## config.mk

```make
export PLATFORM = sky130hd
export DESIGN_NAME = beat_packer_flat
export DESIGN_NICKNAME = d
export VERILOG_FILES = /design/src/rtl/libstf_pkg.sv /design/src/rtl/ndata_i.sv /design/src/rtl/beat_packer_chk.sv /design/src/rtl/beat_packer_merge.sv /design/src/rtl/beat_packer.sv /design/src/flat_wrapper.sv
export SDC_FILE = /design/constraint.sdc
export NUM_CORES = 1
export LEC_CHECK = 0
export CAP_MARGIN = 40
export CORE_MARGIN = 2
export CORE_UTILIZATION = 45
export DETAILED_ROUTE_END_ITERATION = 8
export HOLD_SLACK_MARGIN = 0.12
export PLACE_DENSITY = 0.7
export SETUP_SLACK_MARGIN = 0.2
export SLEW_MARGIN = 10
export SYNTH_ARGS = -nofsm -noshare
export SYNTH_HDL_FRONTEND = slang
export SYNTH_HIERARCHICAL = 1
export SYNTH_SLANG_ARGS = --single-unit
export TNS_END_PERCENT = 10
```

## constraint.sdc

```tcl
create_clock -name clk -period 2.6 [get_ports clk]
set_input_delay 0.65 -clock clk [delete_from_list [all_inputs] [get_ports clk]]
set_output_delay 0.65 -clock clk [all_outputs]
set_load 0.05 [all_outputs]
```

## src/rtl/libstf_pkg.sv

```systemverilog
// Shared stream helpers: FSM state type, prefix-mask and popcount over a 64-lane maximum.
package libstf_pkg;

    localparam int MASK_W = 64;

    typedef enum logic [0:0] {
        ACCUM = 1'b0,
        FLUSH = 1'b1
    } pack_state_e;

    function automatic logic [6:0] popcount(input logic [MASK_W-1:0] v);
        logic [6:0] c;
        c = 7'd0;
        for (int i = 0; i < MASK_W; i++) begin
            c = c + {6'd0, v[i]};
        end
        return c;
    endfunction

    function automatic logic [MASK_W-1:0] prefix_mask(input logic [6:0] n);
        logic [MASK_W-1:0] m;
        for (int i = 0; i < MASK_W; i++) begin
            m[i] = (7'(i) < n);
        end
        return m;
    endfunction

endpackage

```

## src/rtl/ndata_i.sv

```systemverilog
// Beat-oriented stream of NUM_ELEMENTS lanes with a prefix keep mask and last marker.
interface ndata_i #(
    parameter type data_t       = logic [7:0],
    parameter int  NUM_ELEMENTS = 4
) ();
    data_t                   data [NUM_ELEMENTS];
    logic [NUM_ELEMENTS-1:0] keep;
    logic                    last;
    logic                    valid;
    logic                    ready;

    modport master (output data, output keep, output last, output valid, input ready);
    modport slave  (input data, input keep, input last, input valid, output ready);
endinterface

```

## src/rtl/beat_packer_chk.sv

```systemverilog
// Simulation-only protocol checker: an accepted input keep must be a prefix mask.
module beat_packer_chk #(
    parameter int NUM_ELEMENTS = 4
) (
    input logic                    clk,
    input logic                    rst,
    input logic                    valid,
    input logic                    ready,
    input logic [NUM_ELEMENTS-1:0] keep
);
    localparam logic [NUM_ELEMENTS-1:0] ONE = {{(NUM_ELEMENTS-1){1'b0}}, 1'b1};

    // A prefix mask plus one has no bits in common with the mask itself.
    always @(posedge clk) begin
        if (!rst && valid && ready) begin
            assert ((keep & (keep + ONE)) == '0);
        end
    end

endmodule

```

## src/rtl/beat_packer_merge.sv

```systemverilog
// Combinational concatenation of the residual elements with the incoming beat's kept lanes.
module beat_packer_merge
    import libstf_pkg::*;
#(
    parameter type data_t       = logic [7:0],
    parameter int  NUM_ELEMENTS = 4,
    localparam int CNT_W        = $clog2(NUM_ELEMENTS + 1)
) (
    input  data_t                   res      [NUM_ELEMENTS-1],
    input  logic [CNT_W-1:0]        res_cnt,
    input  data_t                   in_data  [NUM_ELEMENTS],
    input  logic [NUM_ELEMENTS-1:0] in_keep,
    output data_t                   merged   [2*NUM_ELEMENTS-1],
    output logic [CNT_W:0]          total
);
    logic [MASK_W-1:0] keep_ext;
    logic [6:0]        k_cnt;
    logic              unused_cnt_bits;

    // Count the incoming lanes and splice them directly behind the residual.
    always_comb begin
        keep_ext                   = '0;
        keep_ext[NUM_ELEMENTS-1:0] = in_keep;
        k_cnt                      = popcount(keep_ext);
        total                      = {1'b0, res_cnt} + k_cnt[CNT_W:0];
        for (int i = 0; i < 2*NUM_ELEMENTS-1; i++) begin
            merged[i] = (i < NUM_ELEMENTS-1) ? res[i] : res[0];
            for (int m = 0; m < NUM_ELEMENTS; m++) begin
                if (int'(res_cnt) + m == i) begin
                    merged[i] = in_data[m];
                end else begin
                    merged[i] = merged[i];
                end
            end
        end
    end

    assign unused_cnt_bits = ^k_cnt[6:CNT_W+1];

endmodule

```

## src/rtl/beat_packer.sv

```systemverilog
// Repacks prefix-keep beats into dense NUM_ELEMENTS-wide beats; only the final beat of a stream is partial.
module beat_packer
    import libstf_pkg::*;
#(
    parameter type data_t       = logic [7:0],
    parameter int  NUM_ELEMENTS = 4
) (
    input logic   clk,
    input logic   rst,
    ndata_i.slave  in,
    ndata_i.master out
);
    localparam int              CNT_W = $clog2(NUM_ELEMENTS + 1);
    localparam logic [CNT_W:0]  FULL  = (CNT_W+1)'(NUM_ELEMENTS);

    pack_state_e             state_r;
    data_t                   res_r      [NUM_ELEMENTS-1];
    logic [CNT_W-1:0]        res_cnt_r;
    data_t                   out_data_r [NUM_ELEMENTS];
    logic [NUM_ELEMENTS-1:0] out_keep_r;
    logic                    out_last_r;
    logic                    out_valid_r;

    data_t                   merged_s   [2*NUM_ELEMENTS-1];
    logic [CNT_W:0]          total_s;
    logic [CNT_W:0]          over_s;
    logic [CNT_W:0]          mask_cnt_s;
    logic [MASK_W-1:0]       mask_wide_s;
    logic                    slot_free_s;
    logic                    fire_s;
    logic                    unused_bits;

    beat_packer_merge #(.data_t(data_t), .NUM_ELEMENTS(NUM_ELEMENTS)) u_merge (
        .res     (res_r),
        .res_cnt (res_cnt_r),
        .in_data (in.data),
        .in_keep (in.keep),
        .merged  (merged_s),
        .total   (total_s)
    );

    beat_packer_chk #(.NUM_ELEMENTS(NUM_ELEMENTS)) u_chk (
        .clk   (clk),
        .rst   (rst),
        .valid (in.valid),
        .ready (in.ready),
        .keep  (in.keep)
    );

    assign slot_free_s = !out_valid_r || out.ready;
    assign in.ready    = slot_free_s && (state_r == ACCUM);
    assign fire_s      = in.valid && in.ready;
    assign over_s      = total_s - FULL;
    // A flush emits the residual; an accepted last beat emits the merged total.
    assign mask_cnt_s  = (state_r == FLUSH) ? {1'b0, res_cnt_r} : total_s;
    assign mask_wide_s = prefix_mask(7'(mask_cnt_s));
    assign unused_bits = ^{mask_wide_s[MASK_W-1:NUM_ELEMENTS], over_s[CNT_W]};

    assign out.data  = out_data_r;
    assign out.keep  = out_keep_r;
    assign out.last  = out_last_r;
    assign out.valid = out_valid_r;

    // Packing FSM with residual buffer and output register.
    always_ff @(posedge clk or posedge rst) begin
        if (rst) begin
            state_r     <= ACCUM;
            res_cnt_r   <= '0;
            out_keep_r  <= '0;
            out_last_r  <= 1'b0;
            out_valid_r <= 1'b0;
            for (int i = 0; i < NUM_ELEMENTS-1; i++) res_r[i] <= '0;
            for (int i = 0; i < NUM_ELEMENTS; i++) out_data_r[i] <= '0;
        end else begin
            case (state_r)
                ACCUM: begin
                    if (fire_s) begin
                        if (!in.last && total_s < FULL) begin
                            for (int i = 0; i < NUM_ELEMENTS-1; i++) res_r[i] <= merged_s[i];
                            res_cnt_r   <= total_s[CNT_W-1:0];
                            out_valid_r <= 1'b0;
                        end else if (!in.last || total_s > FULL) begin
                            for (int i = 0; i < NUM_ELEMENTS; i++) out_data_r[i] <= merged_s[i];
                            for (int i = 0; i < NUM_ELEMENTS-1; i++) res_r[i] <= merged_s[NUM_ELEMENTS+i];
                            out_keep_r  <= '1;
                            out_last_r  <= 1'b0;
                            out_valid_r <= 1'b1;
                            res_cnt_r   <= over_s[CNT_W-1:0];
                            state_r     <= in.last ? FLUSH : ACCUM;
                        end else begin
                            for (int i = 0; i < NUM_ELEMENTS; i++) out_data_r[i] <= merged_s[i];
                            out_keep_r  <= mask_wide_s[NUM_ELEMENTS-1:0];
                            out_last_r  <= 1'b1;
                            out_valid_r <= 1'b1;
                            res_cnt_r   <= '0;
                        end
                    end else if (slot_free_s) begin
                        out_valid_r <= 1'b0;
                    end
                end
                FLUSH: begin
                    if (slot_free_s) begin
                        for (int i = 0; i < NUM_ELEMENTS; i++) begin
                            out_data_r[i] <= (i < NUM_ELEMENTS-1) ? res_r[i] : res_r[0];
                        end
                        out_keep_r  <= mask_wide_s[NUM_ELEMENTS-1:0];
                        out_last_r  <= 1'b1;
                        out_valid_r <= 1'b1;
                        res_cnt_r   <= '0;
                        state_r     <= ACCUM;
                    end
                end
                default: begin
                    state_r <= ACCUM;
                end
            endcase
        end
    end

endmodule
```

## src/flat_wrapper.sv

```systemverilog
// flat-port wrapper written by rule: the top's interface ports become plain ports
module beat_packer_flat import libstf_pkg::*;
#(
    parameter type data_t       = logic [7:0],
    parameter int  NUM_ELEMENTS = 4
)
  (clk, rst, in_data, in_keep, in_last, in_valid, in_ready, out_data, out_keep, out_last, out_valid, out_ready);
  ndata_i #(.data_t(data_t), .NUM_ELEMENTS(NUM_ELEMENTS)) in_i ();
  ndata_i #(.data_t(data_t), .NUM_ELEMENTS(NUM_ELEMENTS)) out_i ();
  input logic clk;
  input logic rst;
  input wire logic [$bits(in_i.data)-1:0] in_data;
  input wire logic [$bits(in_i.keep)-1:0] in_keep;
  input wire logic [$bits(in_i.last)-1:0] in_last;
  input wire logic [$bits(in_i.valid)-1:0] in_valid;
  output wire logic [$bits(in_i.ready)-1:0] in_ready;
  output wire logic [$bits(out_i.data)-1:0] out_data;
  output wire logic [$bits(out_i.keep)-1:0] out_keep;
  output wire logic [$bits(out_i.last)-1:0] out_last;
  output wire logic [$bits(out_i.valid)-1:0] out_valid;
  input wire logic [$bits(out_i.ready)-1:0] out_ready;
  assign in_i.data = {>>{in_data}};
  assign in_i.keep = in_keep;
  assign in_i.last = in_last;
  assign in_i.valid = in_valid;
  assign in_ready = in_i.ready;
  assign out_data = {>>{out_i.data}};
  assign out_keep = out_i.keep;
  assign out_last = out_i.last;
  assign out_valid = out_i.valid;
  assign out_i.ready = out_ready;
  beat_packer #(.data_t(data_t), .NUM_ELEMENTS(NUM_ELEMENTS)) u_core (.clk(clk), .rst(rst), .in(in_i), .out(out_i));
endmodule
```

==> impl_metrics.prom <==
# TYPE chip_impl_metric gauge
chip_impl_info{name="cts_tree",value="done"} 1
chip_impl_info{name="unrepaired_setup_endpoints_after_global_routing",value="yes"} 1
chip_impl_metric{name="synth_area_per_cell",unit="µm²"} 8.03
chip_impl_info{name="cp_top_family",value="adder cells"} 1
chip_impl_info{name="hold_path.class",value="reg -> reg"} 1
chip_impl_info{name="predominant_post_synthesis_flop_cell",value="sky130_fd_sc_hd__dfrtp_1"} 1
chip_impl_metric{name="drt-vias-per-instance",unit=""} 6.44
chip_impl_metric{name="grt_antenna_before_repair",unit=""} 0
chip_impl_metric{name="hold_violation_count_in_the_final_report",unit=""} 0
chip_impl_metric{name="power_switching",unit="mW"} 5.78
chip_impl_metric{name="cts_max_path_buffers",unit=""} 2
chip_impl_metric{name="insertedDiodeCount",unit=""} 0
chip_impl_metric{name="report.final.slew_viol_count",unit=""} 0
chip_impl_metric{name="cts-htree-levels",unit=""} 3
chip_impl_info{name="cells_along_the_critical_path",value="buf_6 > fa_1 > inv_2 > fa_2 > inv_2 > fa_2 > xor2_4 > buf_4 > buf_4 > nor3_4 > buf_4 > clkbuf_16 > mux2i_1 > a21oi_2"} 1
chip_impl_metric{name="start_util",unit="%"} 45.7
chip_impl_metric{name="firstDrtPassIters",unit=""} 8
chip_impl_metric{name="maxcap_viol_count",unit=""} 0
chip_impl_metric{name="worst_slew_margin_rel",unit="%"} 59.9
chip_impl_metric{name="sw_frac_of_total",unit="%"} 51.2
chip_impl_metric{name="timing.fmax",unit="MHz"} 333
chip_impl_info{name="violated_checks",value="negative setup slack"} 1
chip_impl_metric{name="number_of_register_bits_inferred_by_synthesis",unit=""} 66
chip_impl_metric{name="cts.sinks",unit=""} 66
chip_impl_metric{name="finalWeightedCongestion",unit=""} 0.932
chip_impl_metric{name="finalClockSkew",unit="ns"} 0.00678
chip_impl_metric{name="setup_tns_final",unit="ns"} -16.63
chip_impl_metric{name="synth.cell_area",unit="mm²"} 0.00573
chip_impl_metric{name="tritoncts.num_buffers",unit=""} 9
chip_impl_metric{name="fillerInstances",unit=""} 1074
chip_impl_metric{name="share_of_layout_cells_above_drive_strength_1",unit="%"} 19.5
chip_impl_info{name="critPathCaptureType",value="register"} 1
chip_impl_metric{name="remaining_drc_errors",unit=""} 0
chip_impl_metric{name="global_route.overflow_total",unit=""} 0
chip_impl_metric{name="core_area",unit="mm²"} 0.0125
chip_impl_metric{name="place_area",unit="mm²"} 0.00698
chip_impl_metric{name="global_route_total_usage_across_every_layer",unit="%"} 35.2
chip_impl_metric{name="wl_per_cell",unit="µm"} 23.7
chip_impl_metric{name="clkTransAtPathRegs",unit="ns"} 0.05
chip_impl_metric{name="report.power.total",unit="mW"} 11.3
chip_impl_metric{name="netlist-cell-type-count",unit=""} 52
chip_impl_metric{name="power.density",unit="mW/mm²"} 1440
chip_impl_metric{name="flow.area_growth_from_synthesis",unit="%"} 36.7
chip_impl_info{name="slowest_stage",value="sky130_fd_sc_hd__fa_1"} 1
chip_impl_metric{name="io_pins",unit=""} 80
chip_impl_metric{name="die-area",unit="mm²"} 0.0136
chip_impl_metric{name="dpl_worst_slack",unit="ns"} -1.04
chip_impl_metric{name="critical_path_required",unit="ns"} 2.81
chip_impl_metric{name="power.combinational.fraction",unit="%"} 70.0
chip_impl_metric{name="layout.nets",unit=""} 873
chip_impl_metric{name="vias",unit=""} 6434
chip_impl_metric{name="ir_worst_vdd",unit="mV"} 0.631
chip_impl_metric{name="io_buffers",unit=""} 79
chip_impl_metric{name="initial_detailed_routing_violation_count",unit=""} 772
chip_impl_metric{name="number_of_enable_flip_flop_cells_after_synthesis",unit=""} 0
chip_impl_info{name="worst_setup_path_start_kind",value="input port"} 1
chip_impl_metric{name="synth_async_sr_flop_share",unit="%"} 100
chip_impl_metric{name="antenna_left",unit=""} 0
chip_impl_metric{name="ys_warn_count",unit=""} 6
chip_impl_metric{name="post-route-cell-area",unit="mm²"} 0.00783
chip_impl_metric{name="sequential_cell_area",unit="mm²"} 0.00165
chip_impl_metric{name="internal_power",unit="mW"} 5.50
chip_impl_metric{name="critical_path.max_fanout",unit=""} 6
chip_impl_metric{name="worst_pin_slew",unit="ns"} 0.601
chip_impl_info{name="critPathKind",value="in -> reg"} 1
chip_impl_info{name="cts.root.buffer_cell",value="sky130_fd_sc_hd__clkbuf_16"} 1
chip_impl_metric{name="fp.dieH",unit="µm"} 117
chip_impl_info{name="outcome",value="finished, violations left"} 1
chip_impl_metric{name="placement_rows",unit=""} 41
chip_impl_metric{name="final-setup-viol-count",unit=""} 64
chip_impl_metric{name="multiInputGateArea",unit="mm²"} 0.00401
chip_impl_metric{name="post_synthesis_net_count",unit=""} 764
chip_impl_metric{name="clk_latency",unit="ns"} 0.33
chip_impl_metric{name="grt_max_degree",unit=""} 67
chip_impl_metric{name="layout_min_cycle_time",unit="ns"} 3.00
chip_impl_metric{name="grt_pass1_wl",unit="µm"} 36000
chip_impl_metric{name="vias_in_the_first_global_route",unit=""} 6031
chip_impl_metric{name="postRouteWirelength",unit="µm"} 23600
chip_impl_metric{name="share_clk_of_total_power",unit="%"} 11.8
chip_impl_metric{name="crit_path_max_incr_delay",unit="ns"} 0.50
chip_impl_metric{name="power_frac_seq",unit="%"} 18.2
chip_impl_metric{name="chipWidth",unit="µm"} 117
chip_impl_info{name="most_used_cell_cp",value="sky130_fd_sc_hd__buf_4"} 1
chip_impl_metric{name="final_hpwl_from_detailed_placement",unit="µm"} 16900
chip_impl_metric{name="final.period_utilization",unit="%"} 116
chip_impl_metric{name="timing.critical_path.buf_inv",unit=""} 7
chip_impl_metric{name="syn_inst",unit=""} 713
chip_impl_metric{name="crit_arrival",unit="ns"} 3.21
chip_impl_metric{name="seq_area_frac_synth",unit="%"} 28.8
chip_impl_metric{name="layout_setup_ws",unit="ns"} -0.404
chip_impl_metric{name="p_leak",unit="nW"} 3.03
stage by stage:
stage | utilization [%] | cells | hold WS [ns]
2_1_floorplan | - | 713 | 0.512
3_3_place_gp | 55.8 | 966 | 0.461
3_5_place_dp | 55.8 | 966 | 0.470
4_1_cts | 61.5 | 998 | 0.482
5_1_grt | 62.5 | 999 | 0.505
6_report | 62.5 | 999 | 0.477
cells by family (layout without fill, tap and decap cells):
logic type / Yosys count / after routing / share of synthesized area (%)
buf+inv: 66 / 180 / 5.90
xor+xnor: 1 / 1 / 0.153
mux: 80 / 80 / 14.0
simple gates: 248 / 248 / 20.3
compound gates: 242 / 242 / 28.2
flops: 66 / 66 / 28.8
fa+ha+maj: 10 / 10 / 2.58
worst register-to-register path, stage by stage, from the launching register on:
cell and delay (ns):
sky130_fd_sc_hd__dfrtp_1 0.38, sky130_fd_sc_hd__inv_1 0.10, sky130_fd_sc_hd__nor2_1 0.05, sky130_fd_sc_hd__ha_1 0.41, sky130_fd_sc_hd__buf_4 0.22, sky130_fd_sc_hd__nand4b_2 0.10, sky130_fd_sc_hd__buf_4 0.21, sky130_fd_sc_hd__nand2_1 0.08
sky130_fd_sc_hd__o211ai_1 0.09, sky130_fd_sc_hd__a31oi_1 0.51, sky130_fd_sc_hd__mux2i_1 0.16, sky130_fd_sc_hd__a21oi_1 0.17
placed cells by master (no fill, tap or decap), drive strengths merged, types with 2 or more instances in the layout:
cell / n
clkbuf: 11
nor4b: 2
o21ai: 70
o211ai: 40
a21oi: 31
and2: 13
bufinv: 2
a221o: 32
nand3b: 5
nor3b: 3
clkinv: 3
a31oi: 42
a22oi: 18
buf: 78
o21a: 2
nand3: 4
or3b: 2
inv: 10
ha: 7
or3: 2
nand2b: 2
dfrtp: 66
fa: 3
nor2: 79
nor2b: 13
nand2: 110
mux2i: 80
and3: 3
nor3: 4
clkdlybuf4s50: 75
power by group through the flow:
stage                     Clock (mW)  Sequential, mW  Combinational (mW)
after floorplan                    0            2.84                3.81
after global placement             0            1.97                6.97
after CTS                       1.35            2.01                7.52
final                           1.34            2.05                7.89
after global routing            1.39            2.10                8.35
after detailed placement           0            2.00                7.07
registers in the layout, summed over array words and instances (netlist names):
signal / flops
u_core/out.keep: 4
u_core/out.data: 32
u_core/res_cnt_r: 3
u_core/out.valid: 1
u_core/res_r: 24
u_core/out.last: 1
u_core/state_r: 1
routing by layer:
layer / share of wire (%) / global-route usage, % / up-vias
met5: 0 / 0 / -
met4: 2.9 / 8.86 / 0
met1: 42 / 47.8 / 3114
met2: 47 / 57.2 / 384
li1: - / - / 2870
met3: 8.4 / 7.52 / 66
final timing paths:
path	from	endpoint	slack (ns)	cells after the start
worst max-delay path	in_keep[1]	u_core/res_r[19]$_DFFE_PP0P_	-0.40	14
worst min-delay path	u_core/out.data[21]$_DFFE_PP0P_	u_core/out.data[21]$_DFFE_PP0P_	0.48	2
worst max register to register	u_core/res_cnt_r[0]$_DFFE_PP0P_	u_core/res_r[21]$_DFFE_PP0P_	0.05	11
worst min register to register	u_core/out.data[21]$_DFFE_PP0P_	u_core/out.data[21]$_DFFE_PP0P_	0.48	2
max in group asynchronous	rst	u_core/state_r$_DFF_PP0_	1.58	3
min in group asynchronous	rst	u_core/out.data[16]$_DFFE_PP0P_	0.70	3
cell type report:
type | count | area share (%)
multi-input combinational | 581 | 51.3
sequential | 66 | 21.1
timing repair buffer | 154 | 20.2
clock buffer | 10 | 3.05
tap | 172 | 2.75
clock inverter | 6 | 1.15
inverter | 10 | 0.480
repair_timing:
action	in CTS	in global routing
cloned	7	1
setup buffers	9	0
endpoints found under the setup margin	66	66
pin swaps	15	10
gates resized for setup	62	29
hold buffers	0	0
synth_stat cells, drive strengths merged (2+ instances only):
cell    count  share of area, %
o211ai     40               5.2
and3        3              0.33
and2       13               1.4
o21a        2              0.26
ha          7               1.5
nor2       79               5.2
dfrtp      66                29
inv        10              0.66
fa          3               1.0
buf        41               4.2
or3b        2              0.31
or3         2              0.22
nor4b       2              0.57
nand3       4              0.35
mux2i      80                14
a221o      32               5.6
nor3        4              0.52
a31oi      42               4.6
nand2b      2              0.22
nor2b      13               1.4
a21oi      31               2.7
nor3b       3              0.68
a22oi      18               2.4
nand2     110               7.2
clkbuf     15               1.1
nand3b      5              0.79
o21ai      70               6.1
(Power assumes the default switching activity.)
